$ cat src/rtl/mips_muldiv_pkg.sv
// Shared types and constants for the MIPS multiply/divide units.
// Imported by the divider and the shift-add multiplier.
package mips_muldiv_pkg;

   typedef enum logic [1:0] {
      IDLE,
      CALC,
      FIX,
      DONE
   } div_state_t;

   typedef enum logic [1:0] {
      MUL_IDLE,
      MUL_CALC,
      MUL_DONE
   } mul_state_t;

   // Widest datapath either unit is built for.
   localparam int MULDIV_MAX_WIDTH = 64;

   localparam logic [MULDIV_MAX_WIDTH-1:0] DIV_ZERO_QUOT = '1;

endpackage

$ cat src/rtl/division_unit_if.sv
// Request/result bundle between the control FSM and the divider.
// The master issues divides; the slave is the divider itself.
interface division_unit_if #(
   parameter int WIDTH = 32
);

   logic             start;
   logic             is_signed;
   logic [WIDTH-1:0] A;
   logic [WIDTH-1:0] B;
   logic [WIDTH-1:0] HI;
   logic [WIDTH-1:0] LO;
   logic             busy;
   logic             done;
   logic             div_zero;

   modport master (
      output start, is_signed, A, B,
      input  HI, LO, busy, done, div_zero
   );

   modport slave (
      input  start, is_signed, A, B,
      output HI, LO, busy, done, div_zero
   );

endinterface

$ cat src/rtl/division_unit_div_step.sv
// One combinational restoring-division step.
// Shifts the next dividend bit into the remainder and trial-subtracts.
module div_step #(
   parameter int WIDTH = 32
) (
   input  logic [WIDTH:0]   rem_i,
   input  logic [WIDTH-1:0] quot_i,
   input  logic [WIDTH-1:0] divisor_i,
   output logic [WIDTH:0]   rem_o,
   output logic [WIDTH-1:0] quot_o
);

   logic [WIDTH:0] rs;
   logic [WIDTH:0] dv;
   logic           ge;

   assign rs = {rem_i[WIDTH-1:0], quot_i[WIDTH-1]};
   assign dv = {1'b0, divisor_i};

   // rem stays below the divisor, so its top bit only ever forces a subtract.
   assign ge = rem_i[WIDTH] | (rs >= dv);

   assign rem_o  = ge ? (rs - dv) : rs;
   assign quot_o = {quot_i[WIDTH-2:0], ge};

endmodule

$ cat src/rtl/division_unit.sv
// Multi-cycle restoring divider for DIV/DIVU.
// Quotient goes to LO, remainder to HI, on the FIX->DONE edge.
module division_unit
   import mips_muldiv_pkg::*;
#(
   parameter int WIDTH = 32
) (
   input logic            clock,
   input logic            reset,
   division_unit_if.slave bus
);

   localparam int CW = $clog2(WIDTH) + 1;
   localparam logic [CW-1:0] LAST = CW'(WIDTH - 1);

   div_state_t state_q, state_d;

   logic [CW-1:0]    cnt_q, cnt_d;
   logic [WIDTH:0]   rem_q, rem_d;
   logic [WIDTH-1:0] quot_q, quot_d;
   logic [WIDTH-1:0] dvs_q, dvs_d;
   logic [WIDTH-1:0] a_q, a_d;
   logic             sq_q, sq_d;
   logic             sr_q, sr_d;
   logic             dz_q, dz_d;
   logic [WIDTH-1:0] hi_q, hi_d;
   logic [WIDTH-1:0] lo_q, lo_d;
   logic             dzo_q, dzo_d;

   logic [WIDTH:0]   rem_n;
   logic [WIDTH-1:0] quot_n;
   logic [WIDTH-1:0] abs_a;
   logic [WIDTH-1:0] abs_b;
   logic             neg_a;
   logic             neg_b;

   div_step #(
      .WIDTH(WIDTH)
   ) u_step (
      .rem_i    (rem_q),
      .quot_i   (quot_q),
      .divisor_i(dvs_q),
      .rem_o    (rem_n),
      .quot_o   (quot_n)
   );

   assign neg_a = bus.is_signed & bus.A[WIDTH-1];
   assign neg_b = bus.is_signed & bus.B[WIDTH-1];
   assign abs_a = neg_a ? -bus.A : bus.A;
   assign abs_b = neg_b ? -bus.B : bus.B;

   always_comb begin
      state_d = state_q;
      cnt_d   = cnt_q;
      rem_d   = rem_q;
      quot_d  = quot_q;
      dvs_d   = dvs_q;
      a_d     = a_q;
      sq_d    = sq_q;
      sr_d    = sr_q;
      dz_d    = dz_q;
      hi_d    = hi_q;
      lo_d    = lo_q;
      dzo_d   = dzo_q;
      unique case (state_q)
         IDLE: begin
            if (bus.start) begin
               a_d    = bus.A;
               dvs_d  = abs_b;
               sq_d   = neg_a ^ neg_b;
               sr_d   = neg_a;
               dz_d   = (bus.B == '0);
               rem_d  = '0;
               quot_d = abs_a;
               cnt_d  = '0;
               state_d = (bus.B == '0) ? FIX : CALC;
            end
         end
         CALC: begin
            rem_d  = rem_n;
            quot_d = quot_n;
            cnt_d  = cnt_q + 1'b1;
            if (cnt_q == LAST) begin
               state_d = FIX;
            end
         end
         FIX: begin
            dzo_d = dz_q;
            if (dz_q) begin
               lo_d = DIV_ZERO_QUOT[WIDTH-1:0];
               hi_d = a_q;
            end else begin
               lo_d = sq_q ? -quot_q : quot_q;
               hi_d = sr_q ? -rem_q[WIDTH-1:0]
                           : rem_q[WIDTH-1:0];
            end
            state_d = DONE;
         end
         DONE: begin
            state_d = IDLE;
         end
         default: begin
            state_d = IDLE;
         end
      endcase
   end

   always_ff @(posedge clock or posedge reset) begin
      if (reset) begin
         state_q <= IDLE;
         cnt_q   <= '0;
         rem_q   <= '0;
         quot_q  <= '0;
         dvs_q   <= '0;
         a_q     <= '0;
         sq_q    <= 1'b0;
         sr_q    <= 1'b0;
         dz_q    <= 1'b0;
         hi_q    <= '0;
         lo_q    <= '0;
         dzo_q   <= 1'b0;
      end else begin
         state_q <= state_d;
         cnt_q   <= cnt_d;
         rem_q   <= rem_d;
         quot_q  <= quot_d;
         dvs_q   <= dvs_d;
         a_q     <= a_d;
         sq_q    <= sq_d;
         sr_q    <= sr_d;
         dz_q    <= dz_d;
         hi_q    <= hi_d;
         lo_q    <= lo_d;
         dzo_q   <= dzo_d;
      end
   end

   assign bus.HI       = hi_q;
   assign bus.LO       = lo_q;
   assign bus.div_zero = dzo_q;
   assign bus.busy     = (state_q != IDLE);
   assign bus.done     = (state_q == DONE);

endmodule

$ cat src/flat_wrapper.sv
// flat-port wrapper written by rule: the top's interface ports become plain ports
module division_unit_flat import mips_muldiv_pkg::*;
#(
   parameter int WIDTH = 32
)
  (clock, reset, bus_start, bus_is_signed, bus_A, bus_B, bus_HI, bus_LO, bus_busy, bus_done, bus_div_zero);
  division_unit_if #(.WIDTH(WIDTH)) bus_i ();
  input logic clock;
  input logic reset;
  input wire logic [$bits(bus_i.start)-1:0] bus_start;
  input wire logic [$bits(bus_i.is_signed)-1:0] bus_is_signed;
  input wire logic [$bits(bus_i.A)-1:0] bus_A;
  input wire logic [$bits(bus_i.B)-1:0] bus_B;
  output wire logic [$bits(bus_i.HI)-1:0] bus_HI;
  output wire logic [$bits(bus_i.LO)-1:0] bus_LO;
  output wire logic [$bits(bus_i.busy)-1:0] bus_busy;
  output wire logic [$bits(bus_i.done)-1:0] bus_done;
  output wire logic [$bits(bus_i.div_zero)-1:0] bus_div_zero;
  assign bus_i.start = bus_start;
  assign bus_i.is_signed = bus_is_signed;
  assign bus_i.A = bus_A;
  assign bus_i.B = bus_B;
  assign bus_HI = bus_i.HI;
  assign bus_LO = bus_i.LO;
  assign bus_busy = bus_i.busy;
  assign bus_done = bus_i.done;
  assign bus_div_zero = bus_i.div_zero;
  division_unit #(.WIDTH(WIDTH)) u_core (.clock(clock), .reset(reset), .bus(bus_i));
endmodule
$ cat config.mk
export PLATFORM = sky130hd
export DESIGN_NAME = division_unit_flat
export DESIGN_NICKNAME = d
export VERILOG_FILES = /design/src/rtl/mips_muldiv_pkg.sv /design/src/rtl/division_unit_if.sv /design/src/rtl/division_unit_div_step.sv /design/src/rtl/division_unit.sv /design/src/flat_wrapper.sv
export SDC_FILE = /design/constraint.sdc
export NUM_CORES = 1
export LEC_CHECK = 0
export CORE_MARGIN = 2
export CORE_UTILIZATION = 25
export CTS_CLUSTER_SIZE = 20
export DETAILED_ROUTE_END_ITERATION = 10
export GPL_ROUTABILITY_DRIVEN = 0
export GPL_TIMING_DRIVEN = 0
export PLACE_DENSITY = 0.48
export SLEW_MARGIN = 20
export SYNTH_ARGS = -nofsm -noshare
export SYNTH_HDL_FRONTEND = slang
export SYNTH_SLANG_ARGS = --single-unit
$ cat constraint.sdc
create_clock -name clock -period 8.35 [get_ports clock]
set_input_delay 1.67 -clock clock [delete_from_list [all_inputs] [get_ports clock]]
set_output_delay 1.67 -clock clock [all_outputs]
set_load 0.02 [all_outputs]
* Yosys cells after proc, flatten, opt, wreduce, memory -nomap -nowiden *
Cells that the tools add are included.

storage, ports and cells
  output and inout bits = 67
  word-level logic and storage cells = 53
  bits in writable memories = 0
  input bits = 68
  memories = 0
  memory bits (read-only) = 0
  bits in latches = 0
  flip-flop bits (word level) = 205

cells by class
  shift operators = 0
  eq/ne operators = 6
  bitwise logic cells = 4
  $add $sub $neg = 6
  $mul = 0
  muxes and demuxes = 17
  magnitude comparators = 1
  divide/modulo/power cells = 0
  reduce and logical (&&, ||, !) cells = 7

operators with widths
  cell                 number
  $mux 32              7
  $neg 32->32          4
  $mux 33              2
  $pmux 33 s2          1
  $pmux 32 s2          1
  $ge 33x32->1         1
  $sub 33x32->33       1
  $logic_not 32->1     1
  $pmux 6 s2           1
  $pmux 2 s4           1
  $add 6x1->6 const B  1
  $eq 6x5->1 const B   1
  $mux 2               3
  $mux 6               1
  $reduce_and 2->1     3
  $eq 2x2->1 const B   2
  $reduce_bool 2->1    2
  $and 1x1->1          2
  $eq 2x1->1 const B   1
  $logic_not 2->1      1
  $ne 2x1->1 const B   1
  $ne 2x2->1 const B   1
  $or 1x1->1           1
  $xor 1x1->1          1

* Depth between registers and ports, before layout *
  depth in word-level cells = 4
  mapped depth = 14
  gate-level depth less buffers = 14

* Hierarchy *
Synthesis repeated with hierarchy kept, for this count alone.

unflattened totals
  cell total of the unflattened synthesis = 1537
  area total of the unflattened synthesis = 13536.7 µm²

by module, submodules not included
  module         seq. area each (µm²)  area an instance (µm²)  cells each  instances
  division_unit  5129.9                11058.1                 1163        1
  div_step       0.0                   2478.6                  374         1

* Worst setup path before layout *
OpenSTA, ideal clock, no wires.

  kind = in2reg
  start point = input port bus_A[8]
  end point = register u_core.quot_q[29]
  setup slack = 4.117 ns
  data required time = 8.220 ns
  arrival time = 4.103 ns
  cell stages on the path = 10
  setup time = 0.130 ns
  buffers on the path = 0
  cells stage by stage = or4_4 or3_4 or4_4 nand2b_4 or3_4 o31ai_2 xor2_1 nor2_1 a21oi_1 o21ai_1

on the way
  longest elaborated chain between the ends = 4

ends and longest elaborated chain
  element               RTL line              source
  from (decl)           flat_wrapper.sv:12    input wire logic [$bits(bus_i.A)-1:0] bus_A;
  $neg 32->32           division_unit.sv:49   assign abs_a = neg_a ? -bus.A : bus.A;
  $mux 32               division_unit.sv:49
  $mux 32               division_unit.sv:67   if (bus.start) begin
  $pmux 32 s2           division_unit.sv:65   unique case (state_q)
  to (signal assigned)  division_unit.sv:126  quot_q <= quot_d;
  to (decl)             division_unit.sv:20   logic [WIDTH-1:0] quot_q, quot_d;

No other way between the ends. The select of a mux whose other input is x is not followed.
A chain may end at the register's enable or synchronous reset.

* Final worst setup path *
  start point = input port bus_B[2]
  end point = register u_core.state_q[0]

on the way
  longest elaborated chain between the ends = 4

ends and longest elaborated chain
  element               RTL line              source
  from (decl)           flat_wrapper.sv:13    input wire logic [$bits(bus_i.B)-1:0] bus_B;
  $logic_not 32->1      division_unit.sv:76   state_d = (bus.B == '0) ? FIX : CALC;
  $mux 2                division_unit.sv:76
  $mux 2                division_unit.sv:67
  $pmux 2 s4            division_unit.sv:65
  to (signal assigned)  division_unit.sv:123  state_q <= state_d;
  to (decl)             division_unit.sv:16   div_state_t state_q, state_d;

No other way between the ends. The select of a mux whose other input is x is not followed.

==> impl_metrics.ini <==
[synthesis]
yosys.area_share.adder_pct = 4.182
syn-cell-area_um2 = 12740
synth.avg_cell_area_um2 = 8.912
synth.net_count = 1540
synth-compound-area-share_pct = 19.96
synthArstFlopShare_pct = 100.0
yosysWarnings = 0
synthSimpleGateAreaFrac_pct = 14.47
synth_seq_cells = 205
synth_top_family_by_area = compound AO/OA/AOI/OAI gates
muxShareOfSynthArea_pct = 7.108
synth_top_area_cell = dfrtp_1
syn_inst = 1430
synth_edf_count = 0
synth_area_leaders = dfrtp_1 (40%), o21ai_0 (7.1%), nand2_1 (6.0%)
ys.flop_type = dfrtp_1
yosys.area_share.xor_xnor_pct = 10.03
ys_types = 67
synth_top_area_share_pct = 40.25
synth-seq-area-share_pct = 40.25

[job]
cap_violations = 0

[floorplan]
core_um2 = 50270
num_io_pins = 135
die_x_um = 229.8
initial_utilization_pct = 25.35
rows = 82
die_area_um2 = 52800
die_y_um = 229.8

[clocking]
clock-sinks = 205
cts-resized-gates = 0
root_buffer = clkbuf_16
clk_path_buf_depth = 3
clock_latency_ns = 0.56
cts_max_level = 1
postCtsSetupRepairBufs = 0
cts_tree = done
numCtsBuffers = 27
clkTransAtPathRegs_ns = 0.05
postCtsHoldBufs = 0

[layout]
diodes = 0
drive_gt1_share_pct = 7.812
layout_common_cells = dfrtp_1 (205), nand2_1 (204), o21ai_0 (182)
seq_area_um2 = 5130
nNetsFinal = 1705
fillCellCount = 5323
multi_input_area_um2 = 7106
final_common_cell = dfrtp_1
areaGrowthSynthToFinish_pct = 24.04

[detailed_routing]
drtIter0Drc = 714
drcViolationCount = 0
drt-wirelength-per-cell_um = 17.55
ant_nets = 0
firstDrtPassIters = 5
wirelength_um = 40110
vias = 10740
vias_per_cell = 4.700

[min_path]
hold_class = reg -> reg

[global_route]
grt_max_degree = 99
grt_pass1_wl_um = 62600
grt_pass1_vias = 10820
grt_use_total_pct = 15.06
antenna_found_initial = 1
grt_overflow = 0

[setup_path]
worstSetupStartpointType = input pin
required_ns = 8.78
setup.worst_path.class = in -> reg
cp-end-kind = flip-flop
worstPathMaxFanout = 5
critPathArrivalTime_ns = 5.41

[timing]
hold_ws_ns = 0.4749
maxSlewHeadroom_pct = 37.58
tightest_slew_ns = 0.9362
timing.final.ws_setup_ns = 3.370
max_freq_ghz = 0.2008
finalHoldViolCount = 0
rsz0062_at_grt = false
skew_ns = 0.02592
maxSlewViolCount = 0
setup_violations = 0
min_period_ns = 4.980
fin_crit_sh_pct = 59.64

[placement]
io_buffers = 134
pre_cts_ws_ns = 2.837
dpl.hpwl_um = 32040

[pwr]
p_per_area_nw_per_um2 = 355.7
power_frac_comb_pct = 49.5
vdd_drop_max_mv = 0.1543
p_int_mw = 3.238
p_sw_mw = 2.386
sw_frac_of_total_pct = 42.43
p_clk_share_pct = 19.3
seqPwrFrac_pct = 31.2
power.leakage_nw = 6.517

[outcome]
outcome = complete, no violations
stage by stage:
stage / util, % / setup TNS (ns) / power [mW] / cell area (um^2) / instances
3_5_place_dp: 29.82 / 0 / 4.571 / 14990 / 2238
4_1_cts: 31.45 / 0 / 5.691 / 15810 / 2285
6_report: 31.45 / 0 / 5.623 / 15810 / 2285
2_1_floorplan: - / 0 / 3.537 / 12740 / 1430
3_3_place_gp: 29.69 / -369.56 / 4.521 / 14930 / 2236
5_1_grt: 31.45 / 0 / 6.054 / 15810 / 2285
cells by family after synthesis:
group / count (synthesis)
DFF: 205
AOI/OAI and AO/OA: 424
muxes: 83
xor gates and xnor gates: 146
adders and majority gates: 42
and+or+nand+nor: 397
buffers and inverters: 133
critical path: stages:
cell and delay (ns):
clkdlybuf4s50_1 0.50, nor4_1 0.53, nand3b_1 0.22, nor3_2 0.36, nand2_1 0.12, or4_1 0.49, nor4_1 0.43, nor3b_1 0.71
nand2_1 0.16, o21ai_0 0.11, o21ai_0 0.10
cell usage after synthesis (all sizes together) (6+ instances only):
master and n:
or4 12, o21a 7, and3 6, ha 41, o21ai 183, nor4 10
nor2 76, xor2 85, nand2 205, o22a 31, or2 7, dfrtp 205
o21bai 6, a21o 16, nor3 10, o41ai 11, clkbuf 65, and2 7
nand3 19, nand2b 8, xnor2 61, mux2 60, mux2i 23, o31ai 30
a21oi 107, or3 16, inv 57, a31oi 7, buf 11
path summary, 6_finish.rpt:
path	startpoint	cells after the start	slack [ns]	to
worst max-delay path	bus_B[2]	11	3.37	u_core.state_q[0]
worst min-delay path	u_core.dvs_q[19]	2	0.47	u_core.dvs_q[19]
worst max register to register	u_core.quot_q[31]	14	4.34	u_core.rem_q[30]
worst min register to register	u_core.dvs_q[19]	2	0.47	u_core.dvs_q[19]
max in group asynchronous	reset	4	5.69	u_core.bus.HI[10]
min in group asynchronous	reset	2	1.46	u_core.bus.LO[7]
flip-flops by register name, indices dropped and copies added (netlist names):
name,cells
u_core.state_q,2
u_core.quot_q,32
u_core.dvs_q,32
u_core.dz_q,1
u_core.sr_q,1
u_core.bus.HI,32
u_core.cnt_q,6
u_core.bus.LO,32
u_core.rem_q,33
u_core.sq_q,1
u_core.bus.div_zero,1
u_core.a_q,32
final cells by class:
| cell class | instances | share of cell area, % |
|---|---|---|
| Buffer | 76 | 1.868 |
| Clock buffer | 41 | 4.796 |
| Clock inverter | 6 | 0.3878 |
| Inverter | 57 | 1.401 |
| Multi-Input combinational cell | 1092 | 44.95 |
| Sequential cell | 205 | 32.45 |
| Tap cell | 672 | 5.319 |
| Timing Repair Buffer | 136 | 8.833 |
power by group through the flow:
stage / Combinational [mW] / Clock, mW / Sequential (mW)
6_report: 2.78 / 1.09 / 1.75
5_1_grt: 3.08 / 1.16 / 1.81
4_1_cts: 2.81 / 1.12 / 1.75
3_5_place_dp: 2.80 / 0 / 1.77
3_3_place_gp: 2.76 / 0 / 1.76
2_1_floorplan: 1.70 / 0 / 1.83
metal layers:
layer  global-route usage, %  vias up  part of all wire [%]
met1                   19.92     5042                    46
met5                       0        -                     0
li1                        -     5377                     -
met2                   25.29      256                    46
met3                   2.393       64                   4.6
met4                   4.435        0                   3.1
Note: power is estimated with default switching activity, not from simulation.
